==> config.mk <==
export PLATFORM = sky130hd
export DESIGN_NAME = system_memory_v3
export DESIGN_NICKNAME = d
export VERILOG_FILES = /design/src/rtl/system_memory_pkg.sv /design/src/rtl/sysmem_out_shifter.sv /design/src/rtl/system_memory_v3.sv
export SDC_FILE = /design/constraint.sdc
export NUM_CORES = 1
export LEC_CHECK = 0
export CAP_MARGIN = 10
export CELL_PAD_IN_SITES_DETAIL_PLACEMENT = 0
export CELL_PAD_IN_SITES_GLOBAL_PLACEMENT = 1
export CORE_UTILIZATION = 28
export CTS_CLUSTER_DIAMETER = 40
export DETAILED_ROUTE_END_ITERATION = 8
export GPL_TIMING_DRIVEN = 0
export PLACE_DENSITY = 0.76
export SLEW_MARGIN = 5
export SYNTH_ARGS = -nofsm -noshare
export SYNTH_HDL_FRONTEND = slang
export SYNTH_SLANG_ARGS = --single-unit
==> constraint.sdc <==
create_clock -name CLK -period 0.84 [get_ports CLK]
set_input_delay 0.168 -clock CLK [delete_from_list [all_inputs] [get_ports CLK]]
set_output_delay 0.168 -clock CLK [all_outputs]
set_load 0.03 [all_outputs]
==> src/rtl/system_memory_pkg.sv <==
// Shared types for the Game-of-Life cell-state memory: mode encoding and
// the fixed-priority mode decoder (RUN > LOAD > OUTPUT > IDLE).
package system_memory_pkg;

   localparam int unsigned DEFAULT_DATA_SIZE = 5;

   typedef enum logic [1:0] {
      MODE_IDLE   = 2'd0,
      MODE_OUTPUT = 2'd1,
      MODE_LOAD   = 2'd2,
      MODE_RUN    = 2'd3
   } sysmem_mode_e;

   function automatic sysmem_mode_e decode_mode(input logic run,
                                                input logic load,
                                                input logic out_req);
      if (run)
         return MODE_RUN;
      else if (load)
         return MODE_LOAD;
      else if (out_req)
         return MODE_OUTPUT;
      else
         return MODE_IDLE;
   endfunction

endpackage

==> src/rtl/sysmem_out_shifter.sv <==
// Parallel-load / serial-out shadow register feeding SERIAL_OUT, MSB first.
// Define SYSTEM_MEMORY_OUT_WRAP_EN to rotate the shadow instead of zero-filling.
module sysmem_out_shifter #(
   parameter int unsigned DATA_SIZE = 5
) (
   input  logic                 clk,
   input  logic                 rst_n,
   input  logic                 i_shift,
   input  logic [DATA_SIZE-1:0] i_data,
   output logic                 o_serial
);

   logic [DATA_SIZE-1:0] r_shadow;
   logic                 r_serial;
   logic                 w_fill;

`ifdef SYSTEM_MEMORY_OUT_WRAP_EN
   assign w_fill = r_shadow[DATA_SIZE-1];
`else
   assign w_fill = 1'b0;
`endif

   // Any non-shift cycle reloads from the next memory value and idles the line low
   always_ff @(posedge clk or negedge rst_n) begin
      if (!rst_n) begin
         r_shadow <= '0;
         r_serial <= 1'b0;
      end else if (i_shift) begin
         r_serial <= r_shadow[DATA_SIZE-1];
         r_shadow <= {r_shadow[DATA_SIZE-2:0], w_fill};
      end else begin
         r_shadow <= i_data;
         r_serial <= 1'b0;
      end
   end

   assign o_serial = r_serial;

endmodule

==> src/rtl/system_memory_v3.sv <==
// Cell-state memory: serial load, parallel load from grid logic, serial read-out.
// Optional read-out wrap via SYSTEM_MEMORY_OUT_WRAP_EN (in sysmem_out_shifter).
module system_memory_v3 #(
   parameter int unsigned DATA_SIZE = 5
) (
   input  logic                 CLK,
   input  logic                 RESET,
   input  logic [DATA_SIZE-1:0] GRID_IN,
   input  logic                 SERIAL_IN,
   input  logic                 LOAD_MODE,
   input  logic                 RUN_MODE,
   input  logic                 OUTPUT_MODE,
   output logic [DATA_SIZE-1:0] SYSTEM_MEM_OUT,
   output logic                 SERIAL_OUT
);

   import system_memory_pkg::*;

   sysmem_mode_e         w_mode;
   logic [DATA_SIZE-1:0] w_mem_next;
   logic [DATA_SIZE-1:0] r_mem;
   logic                 w_shift;

   assign w_mode  = decode_mode(RUN_MODE, LOAD_MODE, OUTPUT_MODE);
   assign w_shift = (w_mode == MODE_OUTPUT);

   // Next-state mux for the stored vector
   always_comb begin
      w_mem_next = r_mem;
      case (w_mode)
         MODE_RUN:  w_mem_next = GRID_IN;
         MODE_LOAD: w_mem_next = {r_mem[DATA_SIZE-2:0], SERIAL_IN};
         default:   w_mem_next = r_mem;
      endcase
   end

   always_ff @(posedge CLK or negedge RESET) begin
      if (!RESET)
         r_mem <= '0;
      else
         r_mem <= w_mem_next;
   end

   sysmem_out_shifter #(
      .DATA_SIZE(DATA_SIZE)
   ) u_out_shifter (
      .clk      (CLK),
      .rst_n    (RESET),
      .i_shift  (w_shift),
      .i_data   (w_mem_next),
      .o_serial (SERIAL_OUT)
   );

   assign SYSTEM_MEM_OUT = r_mem;

endmodule

==> Word-level counts from Yosys, hierarchy flattened <==
Index checks and enable logic that the tools add are counted.
{ "totals": {"ff_bits": 11, "in_bits": 11, "elab_cells": 12} }
{ "classes": {"eq_ne": 3, "mux": 6} }
{ "op_table": {"columns": ["op", "count"], "rows": [
  ["case mux 5 bit (2 select lines)", 1],
  ["two-way mux 5 bit", 1],
  ["equality test 2 bit, second input constant", 2],
  ["two-way mux 2 bit", 2],
  ["equality test 2 x 1 -> 1 bit, second input constant", 1],
  ["two-way mux 1 bit", 2]
]} }

==> Logic depth before layout (Yosys ltp) <==
Gate-level depths: netlist of run 1.
{ "logic_depth": {"depth_word": 6, "ltp_mapped": 4, "depth_no_buf": 3} }

==> By module <==
A second synthesis of run 1 with hierarchy kept.
{ "unflattened": {"cells_unflattened": 35, "hier_area_um2": 454.2} }
{ "by_module_without_submodules": {"columns": ["mod", "n_inst", "cells_per_inst", "area_each_um2", "seq_area_each_um2"], "rows": [
  ["system_memory_v3", 1, 23, 242.7, 125.1],
  ["sysmem_out_shifter", 1, 12, 211.5, 150.1]
]} }

==> Worst setup path before layout of run 1 <==
No wires, ideal clock.
{ "synth_path": {"kind": "register -> register", "startpoint": "register r_mem[1], in the netlist SYSTEM_MEM_OUT[1]", "endpoint": "register u_out_shifter.r_shadow[1]", "setup_ns": 0.136, "t_arrival_ns": 0.963, "required_ns": 0.704, "setup_slack_ns": -0.259, "path_stages_with_launch": 4, "n_path_buf": 0, "synth_period_minus_slack_ns": 1.099, "cell_sequence": "dfrtp_1 nor2b_1 a211oi_1 o31ai_1"} }
{ "synth_via": {"elab_chain_len": 2} }
{ "synth_rtl": {"columns": ["item", "line", "rtl"], "rows": [
  ["from (decl)", "system_memory_v3.sv:21", "logic [DATA_SIZE-1:0] r_mem;"],
  ["from (signal assigned)", "system_memory_v3.sv:41", "r_mem <= w_mem_next;"],
  ["case mux 5 bit (2 select lines)", "system_memory_v3.sv:30", "case (w_mode)"],
  ["two-way mux 5 bit", "sysmem_out_shifter.sv:28", "end else if (i_shift) begin"],
  ["to (signal assigned)", "sysmem_out_shifter.sv:30", "r_shadow <= {r_shadow[DATA_SIZE-2:0], w_fill};"],
  ["to (signal assigned)", "sysmem_out_shifter.sv:32", "r_shadow <= i_data;"],
  ["to (decl)", "sysmem_out_shifter.sv:13", "logic [DATA_SIZE-1:0] r_shadow;"]
]} }
Every way passes these cells.

==> Final worst setup path of run 1 <==
Same ends and word-level chain as after synthesis.

==> impl_metrics.sql, run 1 <==
INSERT INTO impl_metrics (metric_group, metric, value, unit) VALUES
('power', 'cellPowerDensity', '1680', 'nW/um2'),
('timing', 'rsz0062_at_grt', 'true', ''),
('die', 'design.die.area', '1890', 'um2'),
('drt', 'route.detailed.wl_per_inst', '11.2', 'um'),
('drt', 'drt-met1-wl', '425', 'um'),
('die', 'die_width', '43.5', 'um'),
('logic_synthesis', 'synthesized_cell_area', '482', 'um2'),
('worst_setup_path', 'slowest_stage', 'dfrtp_2', ''),
('timing', 'finClkSkew', '0.00154', 'ns'),
('drt', 'route.final.wire_length', '944', 'um'),
('timing', 'drv_slew', '0', ''),
('cts', 'cts_root_buffer', 'clkbuf_4', ''),
('worst_setup_path', 'cp_slowest_stage_delay', '0.42', 'ns'),
('drt', 'maxUsedRoutingLayer', 'met4', ''),
('global_route', 'grt_pass1_vias', '369', ''),
('die', 'top_level_ports', '17', ''),
('timing', 'timing.max_slew.rel_slack', '67.9', '%'),
('cts', 'cts.htree.levels', '1', ''),
('power', 'power.leakage', '0.325', 'nW'),
('timing', 'post-route-worst-setup-slack', '-0.168', 'ns'),
('drt', 'drt_first_pass_iters', '5', ''),
('drt', 'ant_nets', '0', ''),
('timing', 'max_slew.worst_pin.slew', '0.480', 'ns'),
('logic_synthesis', 'register_area_share_after_synthesis', '57.1', '%'),
('timing', 'maxClockFrequency', '992', 'MHz'),
('cts', 'tritoncts', 'done', ''),
('status', 'violations', 'design-rule violations, negative setup slack', ''),
('timing', 'finalWorstPathRequiredPeriod', '1.01', 'ns'),
('timing', 'finalCritPeriodShare', '120', '%'),
('global_route', 'initial_antenna_violation_count', '0', ''),
('final_layout', 'final_core_utilization', '49.7', '%'),
('drt', 'drt-initial-drc-count', '6', ''),
('cts', 'clk_latency', '0.27', 'ns'),
('cts', 'numCtsBuffers', '3', ''),
('worst_setup_path', 'required', '0.99', 'ns'),
('place', 'gp_congestion', '0.666', ''),
('die', 'floorplan.rows', '14', ''),
('die', 'coreArea', '1560', 'um2'),
('final_layout', 'layout_common_cells', '11 x buf_6, 9 x nor2b_1, 7 x clkdlybuf4s50_1', ''),
('power', 'worst_ir_drop_vdd', '0.727', 'mV'),
('place', 'detailed_place_hpwl', '651', 'um'),
('worst_setup_path', 'rr_startpoint', 'SYSTEM_MEM_OUT[1]', ''),
('final_layout', 'final.fill_count', '150', ''),
('drt', 'met3_wirelength', '64', 'um'),
('global_route', 'global_route.overflow_total', '0', ''),
('die', 'floorplan.initialDensity', '30.9', '%'),
('logic_synthesis', 'flop_and_latch_count_out_of_synthesis', '11', ''),
('run', 'maxCapViolations', '0', ''),
('cts', 'clk_pin_slew', '0.07', 'ns'),
('global_route', 'first_pass_grt_wire_length', '1570', 'um'),
('global_route', 'grt_max_degree', '12', ''),
('final_layout', 'final_nets', '80', ''),
('final_layout', 'antenna_cells', '0', ''),
('final_layout', 'drive_above_1_share', '41.2', '%'),
('worst_setup_path', 'timing.critical_path.arrival', '1.16', 'ns'),
('worst_setup_path', 'timing_worst_setup_path_type', 'flip-flop to flip-flop', ''),
('status', 'status', 'complete, but fails checks', ''),
('timing', 'finalSetupViolations', '16', ''),
('worst_setup_path', 'cp_max_fo', '3', ''),
('timing', 'fin_hold_ws', '0.224', 'ns'),
('logic_synthesis', 'syn-mean-instance-area', '11.2', 'um2'),
('die', 'floorplan.die.height', '43.5', 'um'),
('hold_path', 'hold_path.class', 'primary input to async pin', ''),
('timing', 'finalHoldViolations', '0', ''),
('cts', 'ctsLongestPathBuffers', '2', ''),
('place', 'io_buf_count', '15', ''),
('drt', 'drt_drc_violations_left', '2', ''),
('logic_synthesis', 'synthesis_warning_total', '0', ''),
('drt', 'avgViaCountPerCell', '4.88', ''),
('logic_synthesis', 'syn_nets', '54', ''),
('logic_synthesis', 'synth_cell_types', '12', '');
report_power, final:
part	internal, mW	switching [mW]
Sequential	0.586	0.0304
Clock	0.184	0.179
Combinational	0.176	0.147
Total	0.946	0.356
worst max-delay path by stage:
stage	start	end	slack, ns	cells after the start
2_1_floorplan	SYSTEM_MEM_OUT[1]	u_out_shifter.r_shadow[1]	-0.17	3
6_report	SYSTEM_MEM_OUT[1]	u_out_shifter.r_shadow[1]	-0.17	3
3_5_place_dp	RUN_MODE	u_out_shifter.r_shadow[1]	-0.55	4
5_1_grt	SYSTEM_MEM_OUT[0]	u_out_shifter.r_shadow[0]	-0.21	4
3_3_place_gp	RUN_MODE	u_out_shifter.r_shadow[3]	-0.53	4
4_1_cts	SYSTEM_MEM_OUT[1]	SYSTEM_MEM_OUT[1]	-0.17	1
worst max-delay path: cells and delay by family, from the launching register on:
family | cells | cell delay [ns]
compound gates | 2 | 0.32
flops | 1 | 0.42
simple gates | 1 | 0.14
repair_timing:
| action | CTS | global route |
|---|---|---|
| gates resized for setup | 49 | 1 |
| hold buffers | 0 | 0 |
| setup buffers | 6 | 0 |
| pin swaps | 6 | 5 |
| endpoints found under the setup margin | 17 | 16 |
sequential cells by signal (all words and copies together), names as in the netlist:
register	cells
SYSTEM_MEM_OUT	5
u_out_shifter.o_serial	1
u_out_shifter.r_shadow	5
area by class of cell:
class	count	share of cell area, %
plain buffers	2	2.91
flip-flops and latches	11	36.3
clock buffers	4	3.39
repair buffers	21	27.3
multi-input cells	30	27.5
well taps	16	2.58
through the flow:
stage	setup WS [ns]	total power [mW]	cell area, um2	cells
floorplan	-0.165	0.774	508	43
global placement	-0.527	0.897	678	74
detailed placement	-0.547	0.899	678	74
CTS	-0.169	1.31	771	84
global route	-0.207	1.37	774	84
finish	-0.168	1.30	774	84
layer usage:
metal / GRT usage, % / vias up
met4: 7.50 / 0
met2: 17.6 / 14
met1: 14.2 / 192
li1: - / 200
met3: 5.00 / 4
met5: 0 / -
synthesized netlist by cell type:
cell type | number | area share, %
a211oi_1 | 4 | 6.2
nor2b_1 | 9 | 12
mux2i_1 | 1 | 2.1
buf_6 | 1 | 2.3
nor2_1 | 4 | 3.1
buf_2 | 1 | 1.0
and2_1 | 1 | 1.3
nor3b_4 | 1 | 3.9
o31ai_1 | 4 | 6.2
o21ai_1 | 1 | 1.0
dfrtp_1 | 11 | 57
nand2_1 | 5 | 3.9
cells by family (layout without fill, tap and decap cells):
family	Yosys count	after routing	share of synthesized area (%)
flip-flops	11	11	57.1
AND/OR/NAND/NOR	20	20	23.9
multiplexers	1	1	2.08
AO/OA/AOI/OAI	9	9	13.5
buffers and inverters	2	27	3.38
Note: power is estimated with default switching activity, not from simulation.
==> run 2: changes to the inputs <==
--- a/config.mk
+++ b/config.mk
@@ -5,14 +5,15 @@
 export SDC_FILE = /design/constraint.sdc
 export NUM_CORES = 1
 export LEC_CHECK = 0
+export ABC_AREA = 1
 export CAP_MARGIN = 10
 export CELL_PAD_IN_SITES_DETAIL_PLACEMENT = 0
 export CELL_PAD_IN_SITES_GLOBAL_PLACEMENT = 1
-export CORE_UTILIZATION = 28
+export CORE_UTILIZATION = 26
 export CTS_CLUSTER_DIAMETER = 40
 export DETAILED_ROUTE_END_ITERATION = 8
 export GPL_TIMING_DRIVEN = 0
-export PLACE_DENSITY = 0.76
+export PLACE_DENSITY = 0.75
 export SLEW_MARGIN = 5
 export SYNTH_ARGS = -nofsm -noshare
 export SYNTH_HDL_FRONTEND = slang
==> impl_metrics.sql, run 2 <==
INSERT INTO impl_metrics (metric_group, metric, value, unit) VALUES
('status', 'status', 'complete, but fails checks', ''),
('status', 'violations', 'negative setup slack', ''),
('global_route', 'global_route.overflow_total', '0', ''),
('logic_synthesis', 'post-synth-top-area-cell', 'dfrtp_1', ''),
('timing', 'finalSetupViolations', '16', ''),
('power', 'internal_power', '0.981', 'mW'),
('worst_setup_path', 'worstPathCellList', 'buf_6', ''),
('drt', 'drt_first_pass_iters', '3', ''),
('timing', 'max_slew.worst_pin.slew', '0.525', 'ns'),
('drt', 'route.final.wire_length', '1250', 'um'),
('logic_synthesis', 'synth_cell_types', '11', ''),
('timing', 'finalHoldViolations', '0', ''),
('worst_setup_path', 'required', '0.67', 'ns'),
('worst_setup_path', 'startpoint_type', 'flip-flop', ''),
('power', 'switching_share', '29.0', '%'),
('global_route', 'first_pass_grt_wire_length', '1970', 'um'),
('cts', 'cts_root_buffer', 'clkbuf_4', ''),
('cts', 'cts.htree.levels', '1', ''),
('power', 'power.leakage', '0.429', 'nW'),
('cts', 'numCtsBuffers', '3', ''),
('run', 'maxCapViolations', '0', ''),
('die', 'die_width', '45.3', 'um'),
('place', 'gp_congestion', '0.725', ''),
('logic_synthesis', 'async_reset_ff_share', '100', '%'),
('final_layout', 'most_common_library_cell_in_the_layout_ignoring_fill_and_taps', 'nand2_1', ''),
('worst_setup_path', 'setup.worst_path.end_class', 'output port', ''),
('final_layout', 'antenna_cells', '0', ''),
('global_route', 'globalRouteTotalUtil', '14.5', '%'),
('place', 'io_buf_count', '16', ''),
('power', 'sw_pwr', '0.401', 'mW'),
('cts', 'tritoncts', 'done', ''),
('power', 'p_comb_share', '29.5', '%'),
('die', 'coreArea', '1750', 'um2'),
('power', 'p_seq_share', '45.3', '%'),
('logic_synthesis', 'synth_edf_count', '0', ''),
('worst_setup_path', 'cp_top_family', 'flip-flops', ''),
('logic_synthesis', 'synthesized_cell_area', '487', 'um2'),
('final_layout', 'instances_no_fill', '111', ''),
('place', 'placed_cells', '101', ''),
('timing', 'rsz0062_at_grt', 'true', ''),
('drt', 'drt-initial-drc-count', '2', ''),
('drt', 'dr_total_vias', '472', ''),
('worst_setup_path', 'slowest_stage', 'dfrtp_2', ''),
('final_layout', 'areaGrowthSynthToFinish', '71.7', '%'),
('die', 'floorplan.die.height', '45.3', 'um'),
('logic_synthesis', 'most_frequent_cells_after_synthesis', '28 x nand2_1, 11 x dfrtp_1, 6 x inv_1, 6 x nand3_1, 3 x and2_1', ''),
('timing', 'fin_hold_ws', '0.253', 'ns'),
('worst_setup_path', 'cp_max_fo', '3', ''),
('place', 'detailed_place_hpwl', '783', 'um'),
('cts', 'clk_pin_slew', '0.07', 'ns'),
('worst_setup_path', 'critPathBufInv', '1', ''),
('logic_synthesis', 'syn-mean-instance-area', '8.11', 'um2'),
('cts', 'postCtsHoldBufs', '0', ''),
('cts', 'ctsLongestPathBuffers', '2', ''),
('drt', 'ant_nets', '0', ''),
('logic_synthesis', 'synth_top_cells_by_area', 'dfrtp_1 57%, nand2_1 22%, nand3_1 6.2%, inv_1 4.6%, and2_1 3.9%', ''),
('global_route', 'grt_max_degree', '12', ''),
('drt', 'avgViaCountPerCell', '4.25', ''),
('power', 'total_power', '1.38', 'mW'),
('timing', 'post-route-worst-setup-slack', '-0.157', 'ns'),
('logic_synthesis', 'flop_and_latch_count_out_of_synthesis', '11', ''),
('drt', 'route.detailed.wl_per_inst', '11.3', 'um'),
('logic_synthesis', 'netlist_instances', '60', ''),
('logic_synthesis', 'post-synth-top-count-cell', 'nand2_1', ''),
('worst_setup_path', 'cp_slowest_stage_delay', '0.43', 'ns'),
('die', 'floorplan.initialDensity', '27.9', '%'),
('worst_setup_path', 'timing_worst_setup_path_type', 'flip-flop to output port', ''),
('final_layout', 'drive_above_1_share', '45.3', '%'),
('power', 'worst_ir_drop_vdd', '0.667', 'mV'),
('global_route', 'initial_antenna_violation_count', '0', ''),
('logic_synthesis', 'synth_top_flop_cell', 'dfrtp_1', ''),
('cts', 'clk_latency', '0.26', 'ns'),
('hold_path', 'hold_path.class', 'primary input to async pin', ''),
('power', 'cellPowerDensity', '1650', 'nW/um2'),
('global_route', 'grt_pass1_vias', '484', ''),
('logic_synthesis', 'synthesis_warning_total', '0', ''),
('timing', 'maxClockFrequency', '1000', 'MHz'),
('die', 'design.die.area', '2050', 'um2'),
('timing', 'setup_total_negative_slack', '-1.41', 'ns'),
('worst_setup_path', 'timing.critical_path.arrival', '0.83', 'ns'),
('timing', 'finClkSkew', '0.00441', 'ns'),
('final_layout', 'final_core_utilization', '47.9', '%'),
('timing', 'finalCritPeriodShare', '119', '%'),
('die', 'top_level_ports', '17', ''),
('timing', 'timing.max_slew.rel_slack', '64.9', '%'),
('final_layout', 'layout_common_cells', '23 x nand2_1, 9 x buf_6, 8 x clkdlybuf4s50_1', ''),
('timing', 'finalWorstPathRequiredPeriod', '0.997', 'ns'),
('final_layout', 'final_nets', '98', ''),
('logic_synthesis', 'syn_nets', '71', ''),
('die', 'floorplan.rows', '15', ''),
('timing', 'drv_slew', '0', ''),
('logic_synthesis', 'netlist.area_leader.share', '56.6', '%'),
('drt', 'drt_drc_violations_left', '0', ''),
('power', 'share_clk_of_total_power', '25.1', '%'),
('cts', 'cts_num_sinks', '11', ''),
('logic_synthesis', 'register_area_share_after_synthesis', '56.6', '%');
-- run 2: changes by cell type in the layout (fill, tap and decap cells not counted), sizes merged, moves of 2 or more --
cell    previous run  this run
inv                0         7
a211oi             4         0
buf               14        12
nand3              0         6
nor2               4         2
o31ai              4         0
nand2              5        28
nor2b              9         0
and2               1         3
-- run 2: worst paths after layout --
kind	from	to	slack, ns	cells after the start
hold / removal	RESET	u_out_shifter.r_shadow[0]	0.25	1
max in group asynchronous	RESET	SYSTEM_MEM_OUT[3]	0.21	1
setup / recovery	SYSTEM_MEM_OUT[1]	SYSTEM_MEM_OUT[1]	-0.16	1
hold reg to reg	u_out_shifter.r_shadow[1]	u_out_shifter.r_shadow[2]	0.45	2
min in group CLK	u_out_shifter.r_shadow[1]	u_out_shifter.r_shadow[2]	0.45	2
setup reg to reg	SYSTEM_MEM_OUT[0]	u_out_shifter.r_shadow[1]	-0.13	7
-- run 2: power groups by stage --
stage          combinational, mW  sequential (mW)  clock, mW
2_1_floorplan             0.0937            0.687          0
3_3_place_gp               0.293            0.632          0
3_5_place_dp               0.294            0.632          0
4_1_cts                    0.381            0.625      0.364
5_1_grt                    0.442            0.634      0.399
6_report                   0.408            0.626      0.347
-- run 2: per-layer routing --
metal  GRT usage, %  part of all wire, %  routed length (um)
met4           9.09                  1.9                  24
met2           25.5                   52                 657
met1           15.3                   41                 517
met5              0                    0                   0
met3           3.60                  4.3                  54
-- run 2: cells by family after synthesis --
group	Yosys count	synth area share (%)
simple gates	40	36.0
compound gates	2	2.05
flops	11	56.6
buf+inv	7	5.40
-- run 2: final cells by class --
cell class | instances | area (um2)
multi-input combinational | 42 | 249
fill | 188 | 910
timing repair buffer | 22 | 221
sequential | 11 | 282
clock buffer | 4 | 26.3
inverter | 7 | 26.3
tap | 25 | 31.3
-- run 2: stage by stage --
| step | cell area [um2] | setup WS (ns) |
|---|---|---|
| floorplan | 493 | -0.0343 |
| global placement | 684 | -0.642 |
| detailed placement | 684 | -0.630 |
| CTS | 811 | -0.164 |
| global route | 836 | -0.198 |
| finish | 836 | -0.157 |
-- run 2: repair_timing --
action / in CTS / in global routing
endpoints found under the setup margin: 17 / 16
pin swaps: 7 / 7
resized for setup: 59 / 9
buffers inserted: 6 / 1
==> run 3: changes to the inputs <==
--- a/config.mk
+++ b/config.mk
@@ -13,8 +13,9 @@
 export CTS_CLUSTER_DIAMETER = 40
 export DETAILED_ROUTE_END_ITERATION = 8
 export GPL_TIMING_DRIVEN = 0
-export PLACE_DENSITY = 0.75
+export PLACE_DENSITY = 0.76
 export SLEW_MARGIN = 5
 export SYNTH_ARGS = -nofsm -noshare
 export SYNTH_HDL_FRONTEND = slang
+export SYNTH_HIERARCHICAL = 1
 export SYNTH_SLANG_ARGS = --single-unit
==> impl_metrics.sql, run 3 <==
INSERT INTO impl_metrics (metric_group, metric, value, unit) VALUES
('final_layout', 'most_common_library_cell_in_the_layout_ignoring_fill_and_taps', 'nand2_1', ''),
('logic_synthesis', 'syn-mean-instance-area', '8.76', 'um2'),
('logic_synthesis', 'netlist.area_leader.share', '60.4', '%'),
('logic_synthesis', 'post-synth-top-count-cell', 'nand2_1', ''),
('cts', 'cts_num_sinks', '11', ''),
('drt', 'route.detailed.wl_per_inst', '10.9', 'um'),
('cts', 'ctsLongestPathBuffers', '2', ''),
('worst_setup_path', 'timing.critical_path.arrival', '0.82', 'ns'),
('timing', 'rsz0062_at_grt', 'true', ''),
('die', 'floorplan.rows', '14', ''),
('logic_synthesis', 'synth_top_flop_cell', 'dfrtp_1', ''),
('drt', 'ant_nets', '0', ''),
('power', 'worst_ir_drop_vdd', '0.871', 'mV'),
('place', 'placed_cells', '83', ''),
('logic_synthesis', 'most_frequent_cells_after_synthesis', '23 x nand2_1, 11 x dfrtp_1, 10 x nand3_1, 3 x inv_1', ''),
('final_layout', 'layout_common_cells', '19 x nand2_1, 9 x nand3_2, 7 x clkdlybuf4s50_1, 7 x buf_6, 6 x dfrtp_1', ''),
('final_layout', 'drive_above_1_share', '50.6', '%'),
('final_layout', 'antenna_cells', '0', ''),
('power', 'power.leakage', '0.393', 'nW'),
('global_route', 'global_route.overflow_total', '0', ''),
('hold_path', 'worst_hold_path.num_cells', '3', ''),
('die', 'design.die.area', '1920', 'um2'),
('status', 'status', 'complete, but fails checks', ''),
('logic_synthesis', 'synth_top_cells_by_area', 'dfrtp_1 60%, nand2_1 19%, nand3_1 11%, buf_6 2.5%, inv_1 2.5%', ''),
('status', 'violations', 'negative setup slack', ''),
('drt', 'route.final.wire_length', '1010', 'um'),
('timing', 'finClkSkew', '0.00201', 'ns'),
('final_layout', 'final.fill_count', '151', ''),
('drt', 'drt-initial-drc-count', '6', ''),
('place', 'gp_congestion', '0.714', ''),
('logic_synthesis', 'synth_edf_count', '0', ''),
('worst_setup_path', 'startpoint_type', 'flip-flop', ''),
('final_layout', 'final_nets', '89', ''),
('global_route', 'globalRouteTotalUtil', '13.1', '%'),
('worst_setup_path', 'cp_slowest_stage_delay', '0.42', 'ns'),
('logic_synthesis', 'synth_cell_types', '9', ''),
('worst_setup_path', 'timing_worst_setup_path_type', 'flip-flop to output port', ''),
('power', 'total_power', '1.28', 'mW'),
('cts', 'clk_latency', '0.26', 'ns'),
('power', 'cellPowerDensity', '1640', 'nW/um2'),
('cts', 'tritoncts', 'done', ''),
('worst_setup_path', 'setup.worst_path.end_class', 'output port', ''),
('logic_synthesis', 'synthesized_cell_area', '455', 'um2'),
('drt', 'dr_total_vias', '407', ''),
('timing', 'drv_slew', '0', ''),
('die', 'floorplan.initialDensity', '28.9', '%'),
('timing', 'post-route-worst-setup-slack', '-0.147', 'ns'),
('cts', 'cts.htree.levels', '1', ''),
('cts', 'cts_root_buffer', 'clkbuf_4', ''),
('worst_setup_path', 'slowest_stage', 'dfrtp_2', ''),
('cts', 'postCtsHoldBufs', '0', ''),
('worst_setup_path', 'cp_top_family', 'flip-flops', ''),
('timing', 'finalSetupViolations', '11', ''),
('timing', 'finalHoldViolations', '0', ''),
('final_layout', 'final_core_utilization', '49.8', '%'),
('run', 'maxCapViolations', '0', ''),
('die', 'floorplan.die.height', '43.9', 'um'),
('timing', 'max_slew.worst_pin.slew', '0.466', 'ns'),
('logic_synthesis', 'netlist_instances', '52', ''),
('place', 'io_buf_count', '15', ''),
('global_route', 'initial_antenna_violation_count', '0', ''),
('place', 'detailed_place_hpwl', '705', 'um'),
('timing', 'timing.max_slew.rel_slack', '68.8', '%'),
('worst_setup_path', 'critPathBufInv', '1', ''),
('global_route', 'grt_pass1_vias', '430', ''),
('die', 'die_width', '43.9', 'um'),
('logic_synthesis', 'syn_nets', '63', ''),
('worst_setup_path', 'worstPathCellList', 'buf_6', ''),
('cts', 'numCtsBuffers', '3', ''),
('timing', 'finalWorstPathRequiredPeriod', '0.987', 'ns'),
('logic_synthesis', 'synthesis_warning_total', '6', ''),
('logic_synthesis', 'flop_and_latch_count_out_of_synthesis', '11', ''),
('final_layout', 'instances_no_fill', '93', ''),
('worst_setup_path', 'required', '0.67', 'ns'),
('hold_path', 'hold_path.class', 'primary input to flip-flop', ''),
('drt', 'drt_drc_violations_left', '0', ''),
('die', 'top_level_ports', '17', ''),
('logic_synthesis', 'register_area_share_after_synthesis', '60.4', '%'),
('drt', 'drt_first_pass_iters', '6', ''),
('worst_setup_path', 'cp_max_fo', '2', ''),
('cts', 'clk_pin_slew', '0.07', 'ns'),
('worst_setup_path', 'levels_on_crit_path', '1', ''),
('die', 'coreArea', '1580', 'um2'),
('global_route', 'grt_max_degree', '12', ''),
('timing', 'finalCritPeriodShare', '117', '%'),
('global_route', 'first_pass_grt_wire_length', '1730', 'um'),
('final_layout', 'areaGrowthSynthToFinish', '72.3', '%'),
('worst_setup_path', 'reg2regPathDepth', '5', ''),
('logic_synthesis', 'async_reset_ff_share', '100', '%'),
('logic_synthesis', 'post-synth-top-area-cell', 'dfrtp_1', ''),
('timing', 'maxClockFrequency', '1010', 'MHz'),
('drt', 'avgViaCountPerCell', '4.38', '');
==> run 3: cell types whose count changed after synthesis, moves of 3 or more <==
cell / change
nand3_1: +4
inv_1: -3
and2_1: -3
nand2_1: -5
==> run 3: power breakdown <==
group,total (mW),leakage (nW),switching [mW],internal (mW)
Combinational,0.326,0.248,0.166,0.160
Sequential,0.612,0.131,0.0253,0.587
Clock,0.347,0.0150,0.163,0.184
Total,1.28,0.393,0.354,0.930
==> run 3: worst paths after layout <==
path	start	slack, ns	endpoint
worst max-delay path	SYSTEM_MEM_OUT[1]	-0.15	SYSTEM_MEM_OUT[1]
worst min-delay path	RUN_MODE	0.18	SYSTEM_MEM_OUT[3]
worst max register to register	SYSTEM_MEM_OUT[0]	-0.06	u_out_shifter/r_shadow[1]
worst min register to register	u_out_shifter/r_shadow[4]	0.44	u_out_shifter/o_serial
max in group asynchronous	RESET	0.27	SYSTEM_MEM_OUT[2]
min in group asynchronous	RESET	0.22	u_out_shifter/r_shadow[2]
==> run 3: timing repair <==
action                                  4_1_cts  5_1_grt
cloned                                        0        0
hold endpoints to repair                      0        0
buffers inserted                              6        0
pin swaps                                     7        5
endpoints found under the setup margin       17       14
gates resized for setup                      50        3
==> run 3: logic make-up (layout without fill, tap and decap cells) <==
family | count (synthesis) | in the layout | synth area share, %
buffers and inverters | 5 | 30 | 5.77
flip-flops | 11 | 11 | 60.4
AND/OR/NAND/NOR | 36 | 36 | 33.8
==> run 3: stage by stage <==
step / hold slack [ns] / setup TNS [ns] / cell area, um2 / worst slack, ns
after detailed placement: 0.431 / -9.21 / 687 / -0.741
after CTS: 0.178 / -1.14 / 778 / -0.149
final: 0.180 / -1.04 / 785 / -0.147
after floorplan: -0.128 / -0.00957 / 517 / -0.00275
after global routing: 0.195 / -1.55 / 785 / -0.177
after global placement: 0.418 / -8.91 / 687 / -0.725
==> run 3: metal layers <==
metal  wire length, um  GRT usage [%]  vias to the layer above  share of wire (%)
met3                57           2.92                        2                5.6
met4                17           13.9                        0                1.7
met5                 0              0                        -                  0
li1                  -              -                      215                  -
met2               493           20.6                       11                 49
met1               446           13.6                      179                 44
==> run 3: layout make-up <==
cell class	count	area [um2]	area share, %
Timing Repair Buffer	21	206	26.3
Multi-Input combinational cell	36	220	28.1
Buffer	1	15.0	1.91
Tap cell	16	20.0	2.55
Clock buffer	4	26.3	3.35
Sequential cell	11	282	35.9
Inverter	4	15.0	1.91
